File: src/rtl/mem_lsu.sv
// mem_lsu: load/store initiator for a dual-read/single-write word memory.
// Handles one request at a time. Word stores go straight to the write port.
// Loads and sub-word stores read the word first and wait out the memory's
// fixed read latency. Sub-word stores then write back the merged word.
// Optional build macro: MEM_MISALIGN_TRAP_EN. When it is defined, misaligned
// half/word requests complete with resp_fault=1 and make no memory access.
module mem_lsu #(
  parameter int RD_LAT = 2
) (
  input  logic        clk,
  input  logic        rst_n,
  input  logic        req_valid,
  output logic        req_ready,
  input  logic        req_we,
  input  logic [1:0]  req_size,
  input  logic        req_signed,
  input  logic [31:0] req_addr,
  input  logic [31:0] req_wdata,
  output logic        resp_valid,
  output logic [31:0] resp_data,
  output logic        resp_fault,
  output logic [31:0] mem_raddr,
  input  logic [31:0] mem_rdata,
  output logic        mem_wen,
  output logic [31:0] mem_waddr,
  output logic [31:0] mem_wdata
);

  typedef enum logic [1:0] {
    ST_IDLE = 2'd0,
    ST_WAIT = 2'd1,
    ST_DATA = 2'd2
  } state_t;

  state_t      state_r, state_s;
  logic [7:0]  cnt_r, cnt_s;
  logic [31:0] addr_q, wdata_q;
  logic [1:0]  size_q;
  logic        signed_q, we_q;
  logic        accept_s, latch_s, misalign_s;
  logic        resp_valid_s, resp_fault_s;
  logic [31:0] resp_data_s;
  logic        resp_valid_r, resp_fault_r;
  logic [31:0] resp_data_r;

  // Pick the addressed lane out of a memory word and zero/sign-extend it.
  function automatic logic [31:0] load_extract(input logic [31:0] word,
                                               input logic [1:0]  lo,
                                               input logic [1:0]  size,
                                               input logic        sgn);
    logic [7:0]  b;
    logic [15:0] h;
    logic [31:0] res;
    b = word[{lo, 3'b000} +: 8];
    h = word[{lo[1], 4'b0000} +: 16];
    case (size)
      2'd0:    res = {{24{sgn & b[7]}}, b};
      2'd1:    res = {{16{sgn & h[15]}}, h};
      default: res = word;
    endcase
    return res;
  endfunction

  // Replace the addressed lane of the old word with the right-aligned store data.
  function automatic logic [31:0] store_merge(input logic [31:0] word,
                                              input logic [31:0] wd,
                                              input logic [1:0]  lo,
                                              input logic [1:0]  size);
    logic [31:0] res;
    res = word;
    case (size)
      2'd0:    res[{lo, 3'b000} +: 8] = wd[7:0];
      2'd1:    res[{lo[1], 4'b0000} +: 16] = wd[15:0];
      default: res = wd;
    endcase
    return res;
  endfunction

  // Ready only out of reset and with nothing outstanding.
  assign req_ready = rst_n && (state_r == ST_IDLE);
  assign accept_s  = req_valid && req_ready;

`ifdef MEM_MISALIGN_TRAP_EN
  assign misalign_s = ((req_size == 2'd1) && req_addr[0]) ||
                      (req_size[1] && (req_addr[1:0] != 2'b00));
`else
  assign misalign_s = 1'b0;
`endif

  // Next-state, memory port drive and response computation.
  always_comb begin
    state_s      = state_r;
    cnt_s        = 8'd0;
    latch_s      = 1'b0;
    mem_raddr    = addr_q;
    mem_wen      = 1'b0;
    mem_waddr    = {addr_q[31:2], 2'b00};
    mem_wdata    = 32'h0000_0000;
    resp_valid_s = 1'b0;
    resp_data_s  = 32'h0000_0000;
    resp_fault_s = 1'b0;
    case (state_r)
      ST_IDLE: begin
        mem_raddr = req_addr;
        if (accept_s) begin
          latch_s = 1'b1;
          if (misalign_s) begin
            resp_valid_s = 1'b1;
            resp_fault_s = 1'b1;
          end else if (req_we && req_size[1]) begin
            // Full-word store needs no read: write now, answer next cycle.
            mem_wen      = 1'b1;
            mem_waddr    = {req_addr[31:2], 2'b00};
            mem_wdata    = req_wdata;
            resp_valid_s = 1'b1;
          end else if (RD_LAT > 1) begin
            state_s = ST_WAIT;
          end else begin
            state_s = ST_DATA;
          end
        end else begin
          latch_s = 1'b0;
        end
      end
      ST_WAIT: begin
        if (cnt_r == 8'(RD_LAT - 2)) begin
          state_s = ST_DATA;
        end else begin
          cnt_s = cnt_r + 8'd1;
        end
      end
      ST_DATA: begin
        // mem_rdata holds the word addressed at accept time.
        state_s      = ST_IDLE;
        resp_valid_s = 1'b1;
        if (we_q) begin
          if (!size_q[1]) begin
            mem_wen   = 1'b1;
            mem_wdata = store_merge(mem_rdata, wdata_q, addr_q[1:0], size_q);
          end else begin
            mem_wen = 1'b0;
          end
        end else begin
          resp_data_s = load_extract(mem_rdata, addr_q[1:0], size_q, signed_q);
        end
      end
      default: begin
        state_s = ST_IDLE;
      end
    endcase
  end

  // FSM state and wait counter.
  always_ff @(posedge clk or negedge rst_n) begin
    if (!rst_n) begin
      state_r <= ST_IDLE;
      cnt_r   <= 8'd0;
    end else begin
      state_r <= state_s;
      cnt_r   <= cnt_s;
    end
  end

  // Capture request fields on accept for use in later cycles.
  always_ff @(posedge clk or negedge rst_n) begin
    if (!rst_n) begin
      addr_q   <= 32'h0000_0000;
      wdata_q  <= 32'h0000_0000;
      size_q   <= 2'd0;
      signed_q <= 1'b0;
      we_q     <= 1'b0;
    end else if (latch_s) begin
      addr_q   <= req_addr;
      wdata_q  <= req_wdata;
      size_q   <= req_size;
      signed_q <= req_signed;
      we_q     <= req_we;
    end
  end

  // Response pulse; data and fault hold between pulses.
  always_ff @(posedge clk or negedge rst_n) begin
    if (!rst_n) begin
      resp_valid_r <= 1'b0;
      resp_data_r  <= 32'h0000_0000;
      resp_fault_r <= 1'b0;
    end else begin
      resp_valid_r <= resp_valid_s;
      if (resp_valid_s) begin
        resp_data_r  <= resp_data_s;
        resp_fault_r <= resp_fault_s;
      end
    end
  end

  assign resp_valid = resp_valid_r;
  assign resp_data  = resp_data_r;
  assign resp_fault = resp_fault_r;

endmodule

File: config.mk
export PLATFORM = sky130hd
export DESIGN_NAME = mem_lsu
export DESIGN_NICKNAME = d
export VERILOG_FILES = /design/src/rtl/mem_lsu.sv
export SDC_FILE = /design/constraint.sdc
export NUM_CORES = 1
export LEC_CHECK = 0
export BUFFER_PORTS_ARGS = -buffer_cell sky130_fd_sc_hd__buf_2
export CAP_MARGIN = 30
export CORE_ASPECT_RATIO = 1.1
export CORE_MARGIN = 5
export CORE_UTILIZATION = 50
export DETAILED_ROUTE_END_ITERATION = 6
export PLACE_DENSITY = 0.79
export REMOVE_ABC_BUFFERS = 1
export SETUP_SLACK_MARGIN = 0.15
export SLEW_MARGIN = 20
export SYNTH_ARGS = -nofsm -noshare
export SYNTH_HDL_FRONTEND = slang
export SYNTH_SLANG_ARGS = --single-unit
export TNS_END_PERCENT = 30
File: constraint.sdc
create_clock -name clk -period 7.97 [get_ports clk]
set_input_delay 1.594 -clock clk [delete_from_list [all_inputs] [get_ports clk]]
set_output_delay 1.594 -clock clk [all_outputs]
set_load 0.01 [all_outputs]
### After elaboration in Yosys (flattened, before gate mapping)

Index checks and enable logic that the tools add are counted.

* reductions and logical operators: 7
* shift operators: 6
* eq/ne operators: 6
* $add $sub $neg: 3
* bitwise gates (word level): 2
* muxes and demuxes: 29

Operators by type and width (number)
* two-way mux 32 bit: 10
* one-hot mux 32 bit (2 select lines): 3
* bitwise mux 32 bit: 2
* variable shift 16 x 7 -> 32 bit, first input constant: 1
* variable shift 8 x 7 -> 32 bit, first input constant: 1
* variable part select 16 x 7 -> 32 bit: 1
* variable part select 32 x 6 -> 16 bit: 1
* variable part select 32 x 6 -> 8 bit: 1
* variable part select 8 x 7 -> 32 bit: 1
* two-way mux 8 bit: 2
* negation 5 -> 7 bit: 2
* adder 8 x 1 -> 8 bit, second input constant: 1
* zero test 8 bit: 1
* two-way mux 1 bit: 6
* two-way mux 2 bit: 3
* inequality test 2 bit, second input constant: 3
* equality test 2 x 1 -> 1 bit, second input constant: 2
* zero test 2 bit: 2
* one-hot mux 1 bit (2 select lines): 2
* one-hot mux 2 bit (2 select lines): 1
* logical AND 1 bit: 3
* AND reduction 3 bit: 1
* AND 1 bit: 2
* equality test 2 bit, second input constant: 1

* word-level logic and storage cells: 62
* bits in registers: 111
* bits of input ports: 103

### Depth between registers and ports, before layout

* word-level depth: 7
* mapped depth: 10

### Worst setup path after synthesis

Ideal clock, no wire load.

* path type: in2out
* start point: in req_valid
* end point: out mem_waddr[8]
* arrival: 2.648 ns
* path buffers: 3
* cell stages on the path: 6
* setup slack: 3.728 ns
* cells stage by stage: and3_1 buf_2 nor2b_4 buf_6 buf_6 mux2_1

* cells in the longest elaborated chain, start to end: 3

Ends and longest elaborated chain
* start: declaration: line 12 `input logic req_valid,`
* logical AND 1 bit: line 81 `assign accept_s = req_valid && req_ready;`
* two-way mux 32 bit: line 105 `if (accept_s) begin`
* two-way mux 32 bit: line 102 `case (state_r)`
* end: declaration: line 25 `output logic [31:0] mem_waddr,`

Every way passes these cells.

### Worst setup path after layout

* start point: in rst_n
* end point: out mem_waddr[7]

* cells in the longest elaborated chain, start to end: 4

Ends and longest elaborated chain
* start: declaration: line 11 `input logic rst_n,`
* logical AND 1 bit: line 80 `assign req_ready = rst_n && (state_r == ST_IDLE);`
* logical AND 1 bit: line 81
* two-way mux 32 bit: line 105
* two-way mux 32 bit: line 102

Every way passes these cells.

==> qor.csv <==
metric,value,unit
# setup viols final,0,
Syn Area/Cell,10.7,µm²
crit path from,rst_n,
first-pass GRT wire length,32900,µm
max-cap violations,0,
Fillers,1005,
Hold WC Path Type,reg -> reg,
critical path cell sequence,buf_4 -> and3_2 -> nor2b_4 -> buf_4 -> mux2_2 -> buf_2,
Storage cell area,2380,µm²
Synth Instances,613,
Synth warnings,0,
Pins Over Slew Limit,0,
setup TNS,0,ns
Crit-path slowest cell,nor2b_4,
largest net degree at the start of global routing,67,
Reg2Reg Setup Slack,5.26,ns
Initial DRT Pass Iterations,4,
initial antenna violation count,1,
Inst Count DP,954,
WP data arrival,4.14,ns
Worst Setup End Kind,output pin,
internal power,1.11,mW
Antenna Nets Post-Route,0,
Worst setup SP type,primary input,
most frequent cell after synthesis,mux2_2,
RSZ-0062 raised after global routing,no,
post-cts resize count,0,
Sink Count,95,
most area-consuming cells after synthesis,"dfrtp_1, mux2_2, a221o_1, nor2_1, a21oi_1",
number of global-route vias before repair,6310,
Crit Path Category,in -> out,
worst skew pair latency,0.35,ns
Gate power share,0.373,
DRC,0,
worst hold path cell count,2,
GPL Wtd Cong,0.883,
final core utilization,0.630,
Peak VDD IR,0.107,mV
Async SR Flop Fraction,1.00,
top_reg_cell synth,dfrtp_1,
Die Width,119,µm
worst slew pin tran,0.952,ns
IO Count,235,
"CP delay by family, top",buffers and inverters,
most frequent CP cell,buf_4,
WHS Endpoint,resp_data[0]$_DFFE_PN0P_,
H-tree level count,3,
deepest clock path buffer count,2,
Nets,920,
Worst-path clk slew,0.07,ns
routed len/inst,21.4,µm
Final min period,5.74,ns
layout cells sized above 1,0.498,
area grow syn2layout,22.2,%
Leak,3.79,nW
site row count,43,
R2R Path End,addr_q[29]$_DFFE_PN0P_,
Tcrit/Tclk final,0.720,
Psw,602,µW
Rel. slew slack,0.364,
commonest cells in the netlist,"mux2_2, dfrtp_1, a221o_1",
setup ws final,2.23,ns
GRT Resource Usage Total,0.269,
via count,5933,
top cell type's share of synthesized area,0.363,
Fin. Hold Viols,0,
post-DR vias/cell,6.10,
Worst Hold Launch,resp_data[0]$_DFFE_PN0P_,
die height,130,µm
CTS Buf Count,9,
Crit path largest cell delay,0.73,ns
outcome,"finished, final reports clean",
clock root buffer,clkbuf_16,
critical-path maximum fanout,40,
f_max,174,MHz
Reg2Reg Launch Point,state_r[1]$_DFFE_PN0P_,
Non-Filler Instances,973,
hpwl dp,14500,µm
"flops & latches, synth",95,
clk_skew,0.00678,ns
Switching Fraction,0.352,
clock network power share,0.238,
pre-CTS WS,2.21,ns
r2r worst-path depth,4,
DR iter-0 viols,579,
CORE AREA,12700,µm²
CTS tree,done,
WP buf/inv,3,
pwr dens,214,nW/µm²
# port buffers,231,
mapped cell area,6540,µm²
Crit path required time,6.38,ns
Die Area,15500,µm²
Post-synth EDFFs,0,
Post CTS Setup Buffer Count,0,
area taken by multi-input logic gates,3830,µm²
sequential-to-total area share from yosys stat,0.363,
DRT Wirelength,20800,µm
hold_buf cts,0,
Yosys top cell by area,dfrtp_1,
Starting Density,0.515,
Sequential Power Share,0.389,
Netlist cell types,56,
total gr overflow,0,
-- cells by family (layout without fill, tap and decap cells) --
logic type | after synthesis | in the layout | share of synthesized area
mux | 153 | 153 | 0.273
xor+xnor | 6 | 6 | 0.00803
simple gates | 144 | 144 | 0.116
flops | 95 | 95 | 0.363
other cells | 1 | 4 | 0.000573
compound gates | 136 | 136 | 0.168
buf+inv | 71 | 271 | 0.0566
fa+ha+maj | 7 | 7 | 0.0134
-- metal layers --
metal  vias to the layer above  track usage  wire (µm)
met5                         -            0          0
met4                         0        0.136        712
met3                        46       0.0694       1870
met2                       330        0.457      10000
met1                      2869        0.317       8210
li1                       2688            -          -
-- power by group through the flow --
| stage | logic (mW) | registers (mW) | clock network (mW) |
|---|---|---|---|
| 4_1_cts | 0.637 | 0.664 | 0.412 |
| 3_5_place_dp | 0.634 | 0.671 | 0 |
| 5_1_grt | 0.692 | 0.679 | 0.435 |
| 3_3_place_gp | 0.605 | 0.671 | 0 |
| 2_1_floorplan | 0.355 | 0.687 | 0 |
| 6_report | 0.638 | 0.666 | 0.406 |
-- worst reg2reg max path, delay by kind of cell, from the launching register on --
family | cells | cell delay (ns)
and+or+nand+nor | 2 | 1.09
buffers and inverters | 1 | 0.60
DFF | 1 | 0.45
muxes | 1 | 0.45
-- placed cells by master, fill, tap and decap left out, drive strengths merged, types with 4 or more instances in the layout --
master / instances
mux2i: 10
a21oi: 32
buf: 241
nor2: 46
nand2: 27
nor2b: 26
xor2: 5
clkbuf: 12
ha: 7
and2: 4
o22ai: 6
inv: 13
mux2: 136
mux4: 7
a221o: 54
nand3: 6
clkinv: 4
dfrtp: 95
a32o: 14
o21ai: 18
nand2b: 15
-- layout make-up --
| class | count | area share |
|---|---|---|
| Tap cell | 157 | 0.0246 |
| Multi-Input combinational cell | 449 | 0.479 |
| Timing Repair Buffer | 241 | 0.159 |
| Sequential cell | 95 | 0.298 |
| Inverter | 14 | 0.00657 |
| Clock buffer | 12 | 0.0308 |
| Clock inverter | 4 | 0.00282 |
| Antenna cell | 1 | 0.000313 |
-- stage by stage --
step	cell area [µm²]	hold slack (ns)	total power [mW]
after floorplan	6230	0.483	1.04
after global placement	7660	0.468	1.28
after detailed placement	7690	0.482	1.31
after CTS	7960	0.496	1.71
after global routing	7990	0.530	1.81
final	7990	0.499	1.71
-- worst max-delay path by stage --
stage / end / depth (start not counted)
final: mem_waddr[7] / 6
after global placement: mem_waddr[11] / 6
after detailed placement: mem_waddr[22] / 6
after global routing: mem_waddr[3] / 6
after floorplan: mem_waddr[10] / 3
after CTS: mem_waddr[22] / 6
-- registers in the layout, indices dropped and copies added (netlist names), 2 cells and up --
signal,count
size_q,2
wdata_q,16
resp_data,32
cnt_r,8
addr_q,32
state_r,2
No activity file was read; power rests on OpenSTA's default activity.
